===== src/rtl/mx_int8_to_fp32_dequant.sv =====
// mx_int8_to_fp32_dequant
// Buffers one MXINT8 block (BLK_SIZE INT8 elements + shared E8M0 scale) and
// streams it out as FP32, LANES elements per beat, with ready/valid on both sides.
// Optional build macro: SUBNORMAL_EN. When it is defined, underflowing elements
// become exact FP32 subnormals. When it is undefined, they flush to signed zero.
module mx_int8_to_fp32_dequant #(
  parameter  int BLK_SIZE = 32,
  parameter  int LANES    = 4,
  localparam int BEATS    = BLK_SIZE / LANES,
  localparam int BW       = (BEATS > 1) ? $clog2(BEATS) : 1
) (
  input  logic                  clk,
  input  logic                  rst_n,
  input  logic                  in_valid,
  output logic                  in_ready,
  input  logic [7:0]            in_scale,
  input  logic [8*BLK_SIZE-1:0] in_data,
  output logic                  out_valid,
  input  logic                  out_ready,
  output logic [32*LANES-1:0]   out_data,
  output logic                  out_last,
  output logic [BW-1:0]         out_beat
);

  typedef enum logic {IDLE, EMIT} state_t;

  localparam logic [BW-1:0] LAST_BEAT = BW'(BEATS - 1);

  state_t                state;
  logic [BW-1:0]         beat_q;
  logic [7:0]            scale_q;
  logic [8*BLK_SIZE-1:0] data_q;

  // Convert one INT8 element under scale x. Every normal result is exact, so no rounding is needed.
  function automatic logic [31:0] conv(input logic [7:0] q, input logic [7:0] x);
    logic              s;
    logic [8:0]        m;
    logic [8:0]        mant;
    logic [2:0]        p;
    logic signed [9:0] e;
    logic [22:0]       frac;
    s = q[7];
    // A 9-bit negate lets q = -128 map to magnitude 128.
    m = s ? 9'(-$signed({q[7], q})) : {1'b0, q};
    p = 3'd0;
    for (int i = 0; i < 8; i++)
      if (m[i]) p = 3'(i);
    mant    = m;
    mant[p] = 1'b0;
    frac    = 23'(mant) << (5'd23 - {2'b00, p});
    e       = $signed({2'b00, x}) + $signed({7'b0, p}) - 10'sd6;
    if (x == 8'hFF)
      conv = 32'h7FC0_0000;
    else if (q == 8'h00)
      conv = 32'h0000_0000;
    else if (e >= 10'sd255)
      conv = {s, 8'hFF, 23'h0};
    else if (e >= 10'sd1)
      conv = {s, e[7:0], frac};
    else begin
`ifdef SUBNORMAL_EN
      conv = {s, 8'h00, 23'(m) << (x + 8'd16)};
`else
      conv = {s, 31'b0};
`endif
    end
  endfunction

  // Accept a new block when idle, or on the final beat as it is consumed.
  assign in_ready = (state == IDLE) || ((beat_q == LAST_BEAT) && out_ready);
  assign out_beat = beat_q;

  // Convert the lanes of the current beat from the buffer; the output is zero while no beat is valid.
  always_comb begin
    out_data = '0;
    for (int j = 0; j < LANES; j++)
      out_data[32*j +: 32] = out_valid ?
        conv(data_q[8*(int'(beat_q)*LANES + j) +: 8], scale_q) : 32'h0;
  end

  // Block capture and beat sequencing, with a back-to-back reload on the last beat.
  always_ff @(posedge clk or negedge rst_n) begin
    if (!rst_n) begin
      state     <= IDLE;
      out_valid <= 1'b0;
      out_last  <= 1'b0;
      beat_q    <= '0;
      scale_q   <= '0;
      data_q    <= '0;
    end else begin
      case (state)
        IDLE: begin
          if (in_valid) begin
            scale_q   <= in_scale;
            data_q    <= in_data;
            state     <= EMIT;
            out_valid <= 1'b1;
            beat_q    <= '0;
            out_last  <= (BEATS == 1);
          end
        end
        EMIT: begin
          if (out_ready) begin
            if (beat_q == LAST_BEAT) begin
              if (in_valid) begin
                scale_q  <= in_scale;
                data_q   <= in_data;
                beat_q   <= '0;
                out_last <= (BEATS == 1);
              end else begin
                state     <= IDLE;
                out_valid <= 1'b0;
                out_last  <= 1'b0;
                beat_q    <= '0;
              end
            end else begin
              beat_q   <= beat_q + BW'(1);
              out_last <= ((beat_q + BW'(1)) == LAST_BEAT);
            end
          end
        end
        default: state <= IDLE;
      endcase
    end
  end

endmodule


===== config.mk =====
export PLATFORM = sky130hd
export DESIGN_NAME = mx_int8_to_fp32_dequant
export DESIGN_NICKNAME = d
export VERILOG_FILES = /design/src/rtl/mx_int8_to_fp32_dequant.sv
export SDC_FILE = /design/constraint.sdc
export NUM_CORES = 1
export LEC_CHECK = 0
export CORE_MARGIN = 5
export CORE_UTILIZATION = 55
export DETAILED_ROUTE_END_ITERATION = 7
export HOLD_SLACK_MARGIN = 0.03
export PLACE_DENSITY = 0.87
export SYNTH_ARGS = -nofsm -noshare
export SYNTH_HDL_FRONTEND = slang
export SYNTH_SLANG_ARGS = --single-unit

===== constraint.sdc =====
create_clock -name clk -period 16.5 [get_ports clk]
set_input_delay 4.95 -clock clk [delete_from_list [all_inputs] [get_ports clk]]
set_output_delay 4.95 -clock clk [all_outputs]
set_load 0.01 [all_outputs]

; ---- After elaboration in Yosys (flattened, before gate mapping)
; Index checks and enable logic that the tools add are counted.
[word_totals]
reg_bits = 270
in_bits = 268
out_inout_bits = 134
wordCells = 164
[classes]
n_addsub = 20
order_cmp = 16
eq_ne = 7
n_shift = 8
n_mux = 85
n_bitwise = 9
reduce_logical = 13
[op_table]
columns = cell, n
row1 = 256-bit 2-to-1 mux, 3
row2 = 256-bit by 10-bit indexed part select with 8-bit output, 3
row3 = 256-bit one-hot mux with 2 select lines, 1
row4 = 32-bit 2-to-1 mux, 12
row5 = 256-bit by 9-bit indexed part select with 8-bit output, 1
row6 = 31-bit 2-to-1 mux, 8
row7 = 9-bit by 5-bit << shifter with 23-bit output, 4
row8 = 3-bit 2-to-1 mux, 27
row9 = 10-bit by 2-bit greater-or-equal comparator with 1-bit output (second input constant), 4
row10 = 10-bit by 9-bit greater-or-equal comparator with 1-bit output (second input constant), 4
row11 = 9-bit by 3-bit subtractor with 10-bit output (second input constant), 4
row12 = 8-bit by 3-bit adder with 9-bit output, 4
row13 = 9-bit AND, 4
row14 = 9-bit 2-to-1 mux, 4
row15 = 8-bit negation with 9-bit output, 4
row16 = 8-bit inverter with 9-bit output, 4
row17 = 8-bit zero test, 4
row18 = 8-bit 2-to-1 mux, 3
row19 = 3-bit by 5-bit less-than comparator with 1-bit output (second input constant), 4
row20 = 5-bit by 3-bit subtractor with 5-bit output (first input constant), 4
row21 = 1-bit 2-to-1 mux, 18
row22 = 8-bit one-hot mux with 2 select lines, 1
row23 = 5-bit by 2-bit adder with 6-bit output (second input constant), 2
row24 = 1-bit demux with 3-bit select, 4
row25 = 14 further kinds, 27

; ---- Longest topological paths before layout
[logic_depth]
ltp_word = 23
ltp_mapped = 31
mapped_depth_nobuf = 26

; ---- Worst setup path before layout
; Ideal clock, no wire load.
[synth_path]
path_type = reg2out
from = register beat_q[1], in the netlist out_beat[1]
to = output out_data[54]
arrival_ps = 5739
required_ps = 11550
slack_ps = 5811
path_stages_with_launch = 27
path_buffers = 5
cell_sequence = dfrtp_1 buf_6 buf_8 buf_6 buf_4 buf_4 mux4_2 mux2i_1 ha_1 o211a_1 o31ai_1 a31oi_1 o21ai_2 inv_1 ha_1 inv_1 ha_1 inv_1 fa_1 nor2b_1 o21ai_0 a21boi_0 nor2_1 or4_1 o31a_1 and4bb_1 a22o_1
[synth_between]
elab_chain_cells = 23
elab_cells_between_ends = 30
cone_classes = 5 x add/sub / 4 x order compare / 2 x shift / 15 x mux / 2 x bitwise / 2 x reduce/logical
[synth_rtl]
columns = item, line_no
row1 = start: declaration, 30  ; logic [BW-1:0] beat_q;
row2 = start signal: assignment, 117  ; beat_q <= beat_q + BW'(1);
row3 = 5-bit by 1-bit adder with 6-bit output (*), 78  ; conv(data_q[8*(int'(beat_q)*LANES + j) +: 8], scale_q) : 32'h0;
row4 = 256-bit by 10-bit indexed part select with 8-bit output (*), 78
row5 = "parallel branches: the longest is 18 deep, another holds 9-bit by 3-bit subtractor with 10-bit output", --
row6 = 32-bit 2-to-1 mux (*), 54  ; else if (q == 8'h00)
row7 = 32-bit 2-to-1 mux (*), 52  ; if (x == 8'hFF)
row8 = 32-bit 2-to-1 mux (*), 77  ; out_data[32*j +: 32] = out_valid ?
row9 = end: declaration, 20  ; output logic [32*LANES-1:0] out_data,
; Mark *: on every way between the ends.

; ---- Worst setup path in the final report
[layout_path]
from = register beat_q[1], in the netlist out_beat[1]
to = output out_data[85]
[layout_between]
elab_chain_cells = 23
elab_cells_between_ends = 30
cone_classes = 5 x add/sub / 4 x order compare / 2 x shift / 15 x mux / 2 x bitwise / 2 x reduce/logical
[layout_rtl]
columns = item, line_no
row1 = 5-bit by 2-bit adder with 6-bit output (*), 78
row2 = 256-bit by 10-bit indexed part select with 8-bit output (*), 78
row3 = "parallel branches: the longest is 18 deep, another holds 9-bit by 3-bit subtractor with 10-bit output", --
row4 = 32-bit 2-to-1 mux (*), 54
row5 = 32-bit 2-to-1 mux (*), 52
row6 = 32-bit 2-to-1 mux (*), 77
; Marks and branches as above.

==> out/qor.csv <==
stage,metric,value,unit
outcome,outcome,completed,
sta,Final Cycle Share,81.3,%
placed_design,Post-DP HPWL,38.5,mm
worst_setup_path,critical path type,register to primary output,
yosys,asr flop ratio synth,100,%
drt,DRT antenna net count,0,
cts,"Hold-fix buffers, CTS",0,
floorplan,Initial Utilization,55.9,%
cts,clock sinks,270,
sta,final number of setup-violating endpoints,0,
yosys,distinct cell type count after synthesis,104,
final_layout,nets@finish,2103,
cts,clk slew on worst S/H paths,0.06,ns
placed_design,routability congestion estimate,0.933,
floorplan,Ports,402,
drt,Iteration-0 DRC Markers,1055,
drt,DRT Wirelength,51.1,mm
sta,TNS Setup,0,ns
job,# Max-Cap Violations,0,
sta,Final Skew,0.0155,ns
global_routing,number of global-route vias before repair,13700,
drt,vias per cell,6.03,
global_routing,antenna violations before repair,5,
hold_path,hold crit path type,register to register,
cts,Post CTS Setup Buffer Count,0,
floorplan,Die ar.,0.0348,mm2
placed_design,PortBufs,333,
yosys,Yosys reg bits,270,
worst_setup_path,Startpoint Class,register,
worst_setup_path,crit end category,primary output,
worst_setup_path,CP bufs+invs,7,
worst_setup_path,crit path max fanout,49,
worst_setup_path,"Arr. time, crit path",8.46,ns
global_routing,"Remaining Overflow, GRT",0,
cts,CTS buffer count,29,
worst_setup_path,most frequent cell on the critical path,inv_1,
yosys,Yosys top cell by area,dfrtp_1,
sta,Final Hold Viols,0,
drt,vias after detailed routing,13400,
yosys,Synthesis Warnings,0,
sta,f_max,74.6,MHz
global_routing,pin count of the biggest net entering global routing,178,
floorplan,die height,187,um
worst_setup_path,CP required,11.55,ns
final_layout,fill count,2175,
floorplan,DIE WIDTH,187,um
worst_setup_path,"CP delay by family, top",compound AO/OA/AOI/OAI gates,
final_layout,layout cells sized above 1,23.6,%
floorplan,Core Rows,64,
yosys,"Primary FF master, synth",dfrtp_1,
cts,CTS tree,done,
yosys,Post-synth EDFFs,0,
yosys,Syn Inst Count,1490,
cts,H-tree depth,1,
floorplan,core area,0.0307,mm2
global_routing,first-pass GRT wire length,78.3,mm
sta,RSZ-0062 raised after global routing,false,
drt,wire per inst,23.1,um
sta,worst slew pin tran,1.11,ns
final_layout,Layout area overhead,24.8,%
worst_setup_path,CP peak stage delay,0.93,ns
yosys,Synth top cells by count,"mux2_2 (275), dfrtp_1 (270), buf_4 (79), nand2_1 (79), mux2i_1 (76)",
cts,Resize count post-CTS,0,
cts,Root Buffer,clkbuf_16,
cts,worst skew pair latency,0.56,ns
sta,final slew viol count,0,
yosys,"Seq/Total Area, Yosys",39.4,%
yosys,top cell type's share of synthesized area,39.4,%
drt,DRC,0,
cts,CTS Buffer Depth,3,
sta,normalized max-slew margin,25.9,%
yosys,synthesized area,0.0172,mm2
drt,Initial DRT Pass Iterations,5,
sta,Tmin final,13.41,ns
worst_setup_path,CP max-delay cell,dfrtp_4,
global_routing,GRT Total Usage,27.9,%
yosys,syn avg cell area,11.5,um2
yosys,top post-synthesis cells by area,"dfrtp_1 (39%), mux2_2 (18%), mux4_2 (5.8%), mux2i_1 (4.4%), buf_4 (3.5%)",
yosys,most common cell in the netlist,mux2_2,
area by class of cell:
| class | instances | area, um2 | area share (%) |
|---|---|---|---|
| Inverter | 42 | 158 | 0.736 |
| Clock buffer | 43 | 848 | 3.96 |
| Antenna cell | 4 | 10.0 | 0.0467 |
| Sequential cell | 270 | 6770 | 31.6 |
| Tap cell | 396 | 495 | 2.31 |
| Timing Repair Buffer | 345 | 3440 | 16.1 |
| Clock inverter | 11 | 125 | 0.584 |
| Multi-Input combinational cell | 1105 | 9580 | 44.7 |
worst paths after layout:
check | start | endpoint | slack (ns) | cells past startpoint
setup reg to reg | out_beat[1] | data_q[214] | 12.44 | 8
max in group asynchronous | rst_n | data_q[146] | 9.77 | 3
hold reg to reg | data_q[207] | data_q[207] | 0.50 | 1
setup / recovery | out_beat[1] | out_data[85] | 3.09 | 28
min in group asynchronous | rst_n | data_q[127] | 4.57 | 1
hold / removal | data_q[207] | data_q[207] | 0.50 | 1
placed cells by master, fill, tap and decap left out, drive strengths merged, types with 7 or more instances in the layout:
| cell type | instances |
|---|---|
| a21boi | 22 |
| a21o | 8 |
| a21oi | 46 |
| a22oi | 12 |
| a31oi | 12 |
| a41oi | 7 |
| and2 | 17 |
| and3 | 12 |
| buf | 13 |
| clkbuf | 43 |
| clkdlybuf4s50 | 332 |
| clkinv | 7 |
| conb | 68 |
| dfrtp | 270 |
| ha | 38 |
| inv | 42 |
| mux2 | 276 |
| mux2i | 83 |
| mux4 | 44 |
| nand2 | 80 |
| nand2b | 11 |
| nand3 | 25 |
| nand4 | 11 |
| nor2 | 67 |
| nor2b | 21 |
| nor3 | 19 |
| o211a | 8 |
| o21a | 17 |
| o21ai | 54 |
| o22ai | 8 |
| o31ai | 9 |
| xnor2 | 28 |
| xor2 | 8 |
metrics by stage:
| stage | hold slack, ns | cell area, um2 | util, % | setup slack [ns] | std cells |
|---|---|---|---|---|---|
| floorplan | 0.474 | 17400 | - | 5.81 | 1557 |
| global placement | 0.483 | 20400 | 66.6 | 4.00 | 2158 |
| detailed placement | 0.490 | 20400 | 66.6 | 3.81 | 2158 |
| CTS | 0.504 | 21400 | 69.8 | 3.12 | 2212 |
| global route | 0.511 | 21400 | 69.8 | 2.54 | 2216 |
| finish | 0.503 | 21400 | 69.8 | 3.09 | 2216 |
registers in the layout (all words and copies together), names as in the netlist:
name	cells
scale_q	8
out_valid	1
out_last	1
out_beat	3
state	1
data_q	256
layer usage:
layer | track usage (%) | routed length (um)
met5 | 0 | 13
met4 | 9.00 | 1890
met1 | 35.0 | 20000
met2 | 47.7 | 25200
met3 | 6.76 | 4020
cell families (layout without fill, tap and decap cells):
group,Yosys count,count (layout),synth area share [%]
mux,403,403,29.1
simple gates,295,295,8.65
flops,270,270,39.4
compound gates,261,261,11.5
buf+inv,182,441,6.31
fa+ha+maj,42,42,3.24
xor+xnor,36,36,1.88
other cells,1,72,0.0219
Power is left out: the tool's default activity adds up to more than one toggle a clock period on the data nets, which glitch-free logic cannot reach.
